File: config.mk
export PLATFORM = sky130hd
export DESIGN_NAME = uart_var_frame
export DESIGN_NICKNAME = d
export VERILOG_FILES = /design/src/rtl/uart_var_frame_pkg.sv /design/src/rtl/uart_var_frame_rx.sv /design/src/rtl/uart_var_frame.sv
export SDC_FILE = /design/constraint.sdc
export NUM_CORES = 1
export LEC_CHECK = 0
export BUFFER_PORTS_ARGS = -buffer_cell sky130_fd_sc_hd__buf_2
export CORE_UTILIZATION = 31
export DETAILED_ROUTE_END_ITERATION = 10
export HOLD_SLACK_MARGIN = 0.12
export PLACE_DENSITY_LB_ADDON = 0.12
export SYNTH_ARGS = -nofsm -noshare
export SYNTH_HDL_FRONTEND = slang
export SYNTH_SLANG_ARGS = --single-unit
File: constraint.sdc
create_clock -name clk -period 2.2 [get_ports clk]
set_clock_uncertainty 0.05 [all_clocks]
set_input_delay 0.22 -clock clk [delete_from_list [all_inputs] [get_ports clk]]
set_output_delay 0.22 -clock clk [all_outputs]
set_load 0.005 [all_outputs]
File: src/rtl/uart_var_frame_pkg.sv
// uart_var_frame_pkg: shared parity codes, FSM states and config decode for uart_var_frame
package uart_var_frame_pkg;
  typedef enum logic [1:0] {par_none, par_even, par_odd, par_none_alt} parity_t;
  typedef enum logic [2:0] {s_idle, s_start, s_data, s_parity, s_stop} state_t;
  localparam int min_limit = 3;
  function automatic logic [3:0] data_len(input logic [1:0] code);
    return 4'd5 + {2'b00, code};
  endfunction
endpackage

File: src/rtl/uart_var_frame_rx.sv
// uart_var_frame_rx: rx synchroniser, receive FSM and sticky status flags
// Parity checking present only with UART_VAR_FRAME_PARITY_EN defined.
module uart_var_frame_rx
  import uart_var_frame_pkg::*;
#(
  parameter int limit_width = 16,
  parameter int sync_stages = 2
) (
  input  logic                   clk,
  input  logic                   rst,
  input  logic [limit_width-1:0] limit,
  input  logic [2:0]             last,
  input  logic [1:0]             parity_mode,
  input  logic                   rx,
  input  logic                   rx_clr,
  output logic [7:0]             rx_data,
  output logic                   rx_rec_flag,
  output logic                   rx_parity_err,
  output logic                   rx_frame_err,
  output logic                   rx_overrun
);
  localparam int stages = sync_stages < 2 ? 2 : sync_stages;
  state_t state, state_n;
  logic [stages-1:0] sync;
  logic [limit_width-1:0] cnt, lim_r;
  logic [2:0] idx, last_r;
  logic [7:0] sh;
  logic rx_s, rx_prev, fall, tick, mid, done, par_en_r;
  assign rx_s = sync[stages-1];
  assign fall = rx_prev & ~rx_s;
  assign tick = cnt == lim_r;
  assign mid = cnt == (lim_r >> 1);
  assign done = state == s_stop && tick;
  always_ff @(posedge clk) state <= rst ? s_idle : state_n;
  always_comb begin
    state_n = state;
    case (state)
      s_idle:   state_n = fall ? s_start : s_idle;
      s_start:  state_n = mid ? (rx_s ? s_idle : s_data) : s_start;
      s_data:   state_n = tick && idx == last_r ? (par_en_r ? s_parity : s_stop) : s_data;
      s_parity: state_n = tick ? s_stop : s_parity;
      s_stop:   state_n = tick ? s_idle : s_stop;
      default:  state_n = s_idle;
    endcase
  end
  always_ff @(posedge clk) begin
    if (rst) begin
      sync <= '1;
      rx_prev <= 1'b1;
      cnt <= '0;
      lim_r <= '0;
      idx <= '0;
      last_r <= '0;
      sh <= '0;
      rx_data <= '0;
      {rx_rec_flag, rx_frame_err, rx_overrun} <= '0;
    end else begin
      sync <= {sync[stages-2:0], rx};
      rx_prev <= rx_s;
      cnt <= state == s_idle || state_n != state || tick ? '0 : cnt + limit_width'(1);
      idx <= state != s_data || state_n != state ? '0 : tick ? idx + 3'd1 : idx;
      if (state == s_idle) begin
        lim_r <= limit;
        last_r <= last;
      end
      if (state == s_data && tick) sh <= {rx_s, sh[7:1]};
      if (rx_clr) {rx_rec_flag, rx_frame_err, rx_overrun} <= '0;
      if (done && rx_rec_flag) rx_overrun <= 1'b1;
      if (done && !rx_rec_flag) begin
        rx_data <= sh >> (3'd7 - last_r);
        rx_rec_flag <= 1'b1;
        rx_frame_err <= ~rx_s | (rx_frame_err & ~rx_clr);
      end
    end
  end
`ifdef UART_VAR_FRAME_PARITY_EN
  logic odd_r, acc, perr_r;
  always_ff @(posedge clk) begin
    if (rst) {par_en_r, odd_r, acc, perr_r, rx_parity_err} <= '0;
    else begin
      if (state == s_idle) begin
        par_en_r <= parity_mode == par_even || parity_mode == par_odd;
        odd_r <= parity_mode == par_odd;
        acc <= 1'b0;
        perr_r <= 1'b0;
      end
      if (state == s_data && tick) acc <= acc ^ rx_s;
      if (state == s_parity && tick) perr_r <= rx_s != (acc ^ odd_r);
      if (rx_clr) rx_parity_err <= 1'b0;
      if (done && !rx_rec_flag) rx_parity_err <= perr_r | (rx_parity_err & ~rx_clr);
    end
  end
`else
  logic unused_parity;
  assign unused_parity = ^parity_mode;
  assign par_en_r = 1'b0;
  assign rx_parity_err = 1'b0;
`endif
endmodule

File: src/rtl/uart_var_frame.sv
// uart_var_frame: runtime-configurable UART transceiver, TX here, RX in uart_var_frame_rx
// Define UART_VAR_FRAME_PARITY_EN to enable parity generation and checking.
module uart_var_frame
  import uart_var_frame_pkg::*;
#(
  parameter int clock_freq  = 100_000_000,
  parameter int limit_width = 16,
  parameter int sync_stages = 2
) (
  input  logic                   clk,
  input  logic                   rst,
  input  logic [limit_width-1:0] baud_limit,
  input  logic [1:0]             data_bits,
  input  logic [1:0]             parity_mode,
  input  logic                   stop_bits,
  input  logic [7:0]             tx_data,
  input  logic                   tx_start,
  output logic                   tx,
  output logic                   tx_idle,
  output logic                   tx_done,
  input  logic                   rx,
  input  logic                   rx_clr,
  output logic [7:0]             rx_data,
  output logic                   rx_rec_flag,
  output logic                   rx_parity_err,
  output logic                   rx_frame_err,
  output logic                   rx_overrun
);
  state_t state, state_n;
  logic [limit_width-1:0] lim, cnt, lim_r;
  logic [2:0] last, idx, last_r;
  logic [7:0] mask, sh;
  logic two_r, tick, par_en_r, par_bit_r, unused_cfg;
  assign unused_cfg = clock_freq[0];
  assign lim = baud_limit < limit_width'(min_limit) ? limit_width'(min_limit) : baud_limit;
  assign last = 3'(data_len(data_bits) - 4'd1);
  assign mask = 8'hff >> (3'd7 - last);
  assign tick = cnt == lim_r;
  assign tx_idle = state == s_idle;
  assign tx = state == s_start ? 1'b0 : state == s_data ? sh[0] : state == s_parity ? par_bit_r : 1'b1;
  always_ff @(posedge clk) state <= rst ? s_idle : state_n;
  always_comb begin
    state_n = state;
    case (state)
      s_idle:   state_n = tx_start ? s_start : s_idle;
      s_start:  state_n = tick ? s_data : s_start;
      s_data:   state_n = tick && idx == last_r ? (par_en_r ? s_parity : s_stop) : s_data;
      s_parity: state_n = tick ? s_stop : s_parity;
      s_stop:   state_n = tick && idx == {2'b00, two_r} ? s_idle : s_stop;
      default:  state_n = s_idle;
    endcase
  end
  // config is reloaded every idle cycle, so the accepting edge freezes it for the frame
  always_ff @(posedge clk) begin
    if (rst) begin
      cnt <= '0;
      idx <= '0;
      lim_r <= '0;
      last_r <= '0;
      two_r <= 1'b0;
      sh <= '0;
      tx_done <= 1'b0;
    end else begin
      cnt <= state == s_idle || tick ? '0 : cnt + limit_width'(1);
      idx <= state_n != state ? '0 : tick ? idx + 3'd1 : idx;
      tx_done <= state == s_stop && state_n == s_idle;
      if (state == s_idle) begin
        lim_r <= lim;
        last_r <= last;
        two_r <= stop_bits;
        sh <= tx_data & mask;
      end else if (state == s_data && tick) sh <= sh >> 1;
    end
  end
`ifdef UART_VAR_FRAME_PARITY_EN
  always_ff @(posedge clk)
    if (rst) {par_en_r, par_bit_r} <= '0;
    else if (state == s_idle) begin
      par_en_r <= parity_mode == par_even || parity_mode == par_odd;
      par_bit_r <= ^(tx_data & mask) ^ (parity_mode == par_odd);
    end
`else
  assign {par_en_r, par_bit_r} = 2'b00;
`endif
  uart_var_frame_rx #(.limit_width(limit_width), .sync_stages(sync_stages)) u_rx (
    .clk(clk),
    .rst(rst),
    .limit(lim),
    .last(last),
    .parity_mode(parity_mode),
    .rx(rx),
    .rx_clr(rx_clr),
    .rx_data(rx_data),
    .rx_rec_flag(rx_rec_flag),
    .rx_parity_err(rx_parity_err),
    .rx_frame_err(rx_frame_err),
    .rx_overrun(rx_overrun)
  );
endmodule
==> results.toml <==
[worst_setup_path]
cp_slowest_stage_delay_ns = 0.46
path_delay_family = "simple AND/OR/NAND/NOR gates"
timing.rr.start = "u_rx.cnt[14]$_SDFF_PP0_"
worstPathCellList = "xnor2_1, nand4_1, nor4_4, buf_4, buf_4, and2b_1, a31oi_1, nor2_1"
regToRegSetupSlack_ns = 0.19
worstSetupStartpointType = "register"
cp_slowest_cell = "dfxtp_1"
crit_fanout = 16
cp.depth = 8
r2r-end = "u_rx.idx[1]$_SDFFE_PP0P_"
arrival_ns = 2.26
crit_buf_inv = 2
path_class = "register to register"
cp.required_ns = 2.45
cp-startpoint = "u_rx.cnt[14]$_SDFF_PP0_"
reg2reg_depth = 8
crit_top_cell = "buf_4"
worstSetupEndpoint = "u_rx.idx[1]$_SDFFE_PP0P_"
worstSetupEndpointType = "register"

[logic_synthesis]
syn_nets = 681
synth_top_flop_cell = "dfxtp_1"
yosys.area.top_type_share = 0.413
synth_area_leader_cell = "dfxtp_1"
async_reset_ff_frac = 0
synth_area_per_cell_um2 = 8.59
synth.area.top_cells = "dfxtp_1 41%, xnor2_1 8.4%, nand2_1 7.1%"
synth-edff-count = 0
seq_area_frac_synth = 0.413
syn-cell-area_mm2 = 0.00553
syn_inst = 643
ys_ff_latch = 114
synth_cell_types = 56
yosys_warnings = 0

[sta]
fin_tns_setup_ns = 0
hold_viol = 0
setup_slack_ns = 0.186
fmax_mhz = 496
grt_setup_unrepaired = "no"
relSlewSlack = 0.610
timing.final.crit_share = 0.916
finalSetupViolCount = 0
post-route-min-period_ns = 2.01
slew_violations = 0
tightest_slew_ns = 0.584

[global_routing]
grt_use_total = 0.155
overflow = 0
grt_pass1_vias = 4460
antenna_found_initial = 0
grt_pass1_wl_mm = 22.0
grt_max_degree = 35

[drt]
wl_met1_mm = 6.35
wl_mm = 13.4
drtIter0Drc = 270
remaining_drc_errors = 0
avgRoutedWirePerCell_um = 14.0
drtPass1Iterations = 5
vias_per_cell = 4.81
vias = 4594
wl_met2_mm = 6.40
maxUsedRoutingLayer = "met4"
ant_nets = 0
wl_met3_um = 427

[finish]
final_nets = 756
drive_above_1_share = 0.192
n_antenna_cell = 0
syn_to_final_growth_pct = 24.0
final_cell_mix = "112 x dfxtp_1, 103 x nand2_1, 63 x a21oi_1"
final_common_cell = "dfxtp_1"
fin_util = 0.395
fillCellCount = 1744

[die]
core_mm2 = 0.0174
die_h_um = 136
rows = 48
die_area_mm2 = 0.0184
io_pins = 49
die_w_um = 136
initial_core_util = 0.318

[clock_network]
cts_max_level = 4
cts_tree = "done"
root_buffer = "clkbuf_16"
clkTransAtPathRegs_ns = 0.05
cts_buffers = 17
clock_latency_ns = 0.40
clockBufferDepth = 2
cts.sinks = 114

[placement]
place_congestion = 0.747
port_buffers = 45
dp_hpwl_mm = 9.66
pre_cts_ws_ns = 0.106

[power]
peakVddDrop_v = 0.000519
total_leakage_power_nw = 2.58
p_per_area_mw_per_mm2 = 753

[run_status]
status = "completed"

[worst_hold_path]
min_path_type = "input port to register"

[job]
maxCapViolCount = 0
sequential cells by signal (all words and copies together), names as in the netlist, 8 cells and up:
signal and cells:
u_rx.cnt 16, u_rx.sh 8, lim_r 16, u_rx.lim_r 16
cnt 16, sh 8, u_rx.rx_data 8
timing repair:
action / CTS / global route
setup endpoints to repair: 0 / 9
buffers inserted: 0 / 0
hold buffers: 25 / 0
hold endpoints to repair: 43 / 0
resized for setup: 0 / 3
routing by layer:
layer / track usage / vias up
met5: 0 / -
met4: 0.0543 / 0
met3: 0.0389 / 15
met2: 0.257 / 64
met1: 0.195 / 2164
li1: - / 2351
how the worst min path moves through the flow:
stage / cells after the start / to / slack [ns] / from
final: 3 / sh[6]$_SDFFE_PP0P_ / 0.14 / tx_data[6]
after global routing: 3 / sh[6]$_SDFFE_PP0P_ / 0.14 / tx_data[6]
after CTS: 3 / sh[6]$_SDFFE_PP0P_ / 0.13 / tx_data[6]
after detailed placement: 1 / u_rx.sync[1]$_SDFF_PP1_ / 0.35 / u_rx.sync[0]$_SDFF_PP1_
after global placement: 1 / u_rx.sync[1]$_SDFF_PP1_ / 0.35 / u_rx.sync[0]$_SDFF_PP1_
after floorplan: 1 / u_rx.sync[0]$_SDFF_PP1_ / 0.27 / rx
layout make-up:
cell class | instances | area [um2] | share of cell area
Tap cell | 225 | 282 | 0.0411
Inverter | 9 | 33.8 | 0.00493
Clock buffer | 27 | 513 | 0.0749
Multi-Input combinational cell | 479 | 3000 | 0.438
Sequential cell | 114 | 2280 | 0.333
Clock inverter | 5 | 25.0 | 0.00365
Timing Repair Buffer | 97 | 716 | 0.104
where the power goes:
| group | switching (mW) | leakage [nW] | internal, mW |
|---|---|---|---|
| clock network | 0.899 | 0.271 | 1.58 |
| registers | 0.0760 | 0.932 | 2.14 |
| logic | 0.248 | 1.37 | 0.217 |
metrics by stage:
stage               area, um2  std cells  hold WS [ns]  total power [mW]
floorplan                5530        643         0.274              2.54
global placement         6060        899         0.352              2.69
detailed placement       6060        899         0.349              2.70
CTS                      6850        956         0.135              5.24
global route             6850        956         0.141              5.39
finish                   6850        956         0.137              5.16
cell usage after synthesis (6+ instances only):
master,instances
nor2b_1,6
xnor2_1,53
nand4_1,17
dfxtp_1,114
xor2_1,26
a21oi_1,63
nand3_1,27
nor3_1,10
buf_6,6
nor2_1,50
and3_1,9
nor3_2,10
o21ai_0,13
buf_2,8
nand2_1,104
a211oi_1,6
clkbuf_1,22
or3_1,8
mux2i_1,8
inv_1,9
nor4_1,6
cell families (layout without fill, tap and decap cells):
group           after synthesis  after routing  synth area share
flops                       114            114             0.413
simple gates                275            275             0.253
fa+ha+maj                     4              4           0.00906
xor+xnor                     81             81             0.131
mux                          17             17            0.0410
compound gates              101            101             0.106
buf+inv                      50            138            0.0460
other cells                   1              1          0.000679
worst register-to-register path, delay by kind of cell (launching register included):
kind,cells,cell delay [ns]
compound gates,1,0.13
simple gates,4,0.69
buf+inv,2,0.41
flops,1,0.46
xor+xnor,1,0.16
(Power assumes the default switching activity.)
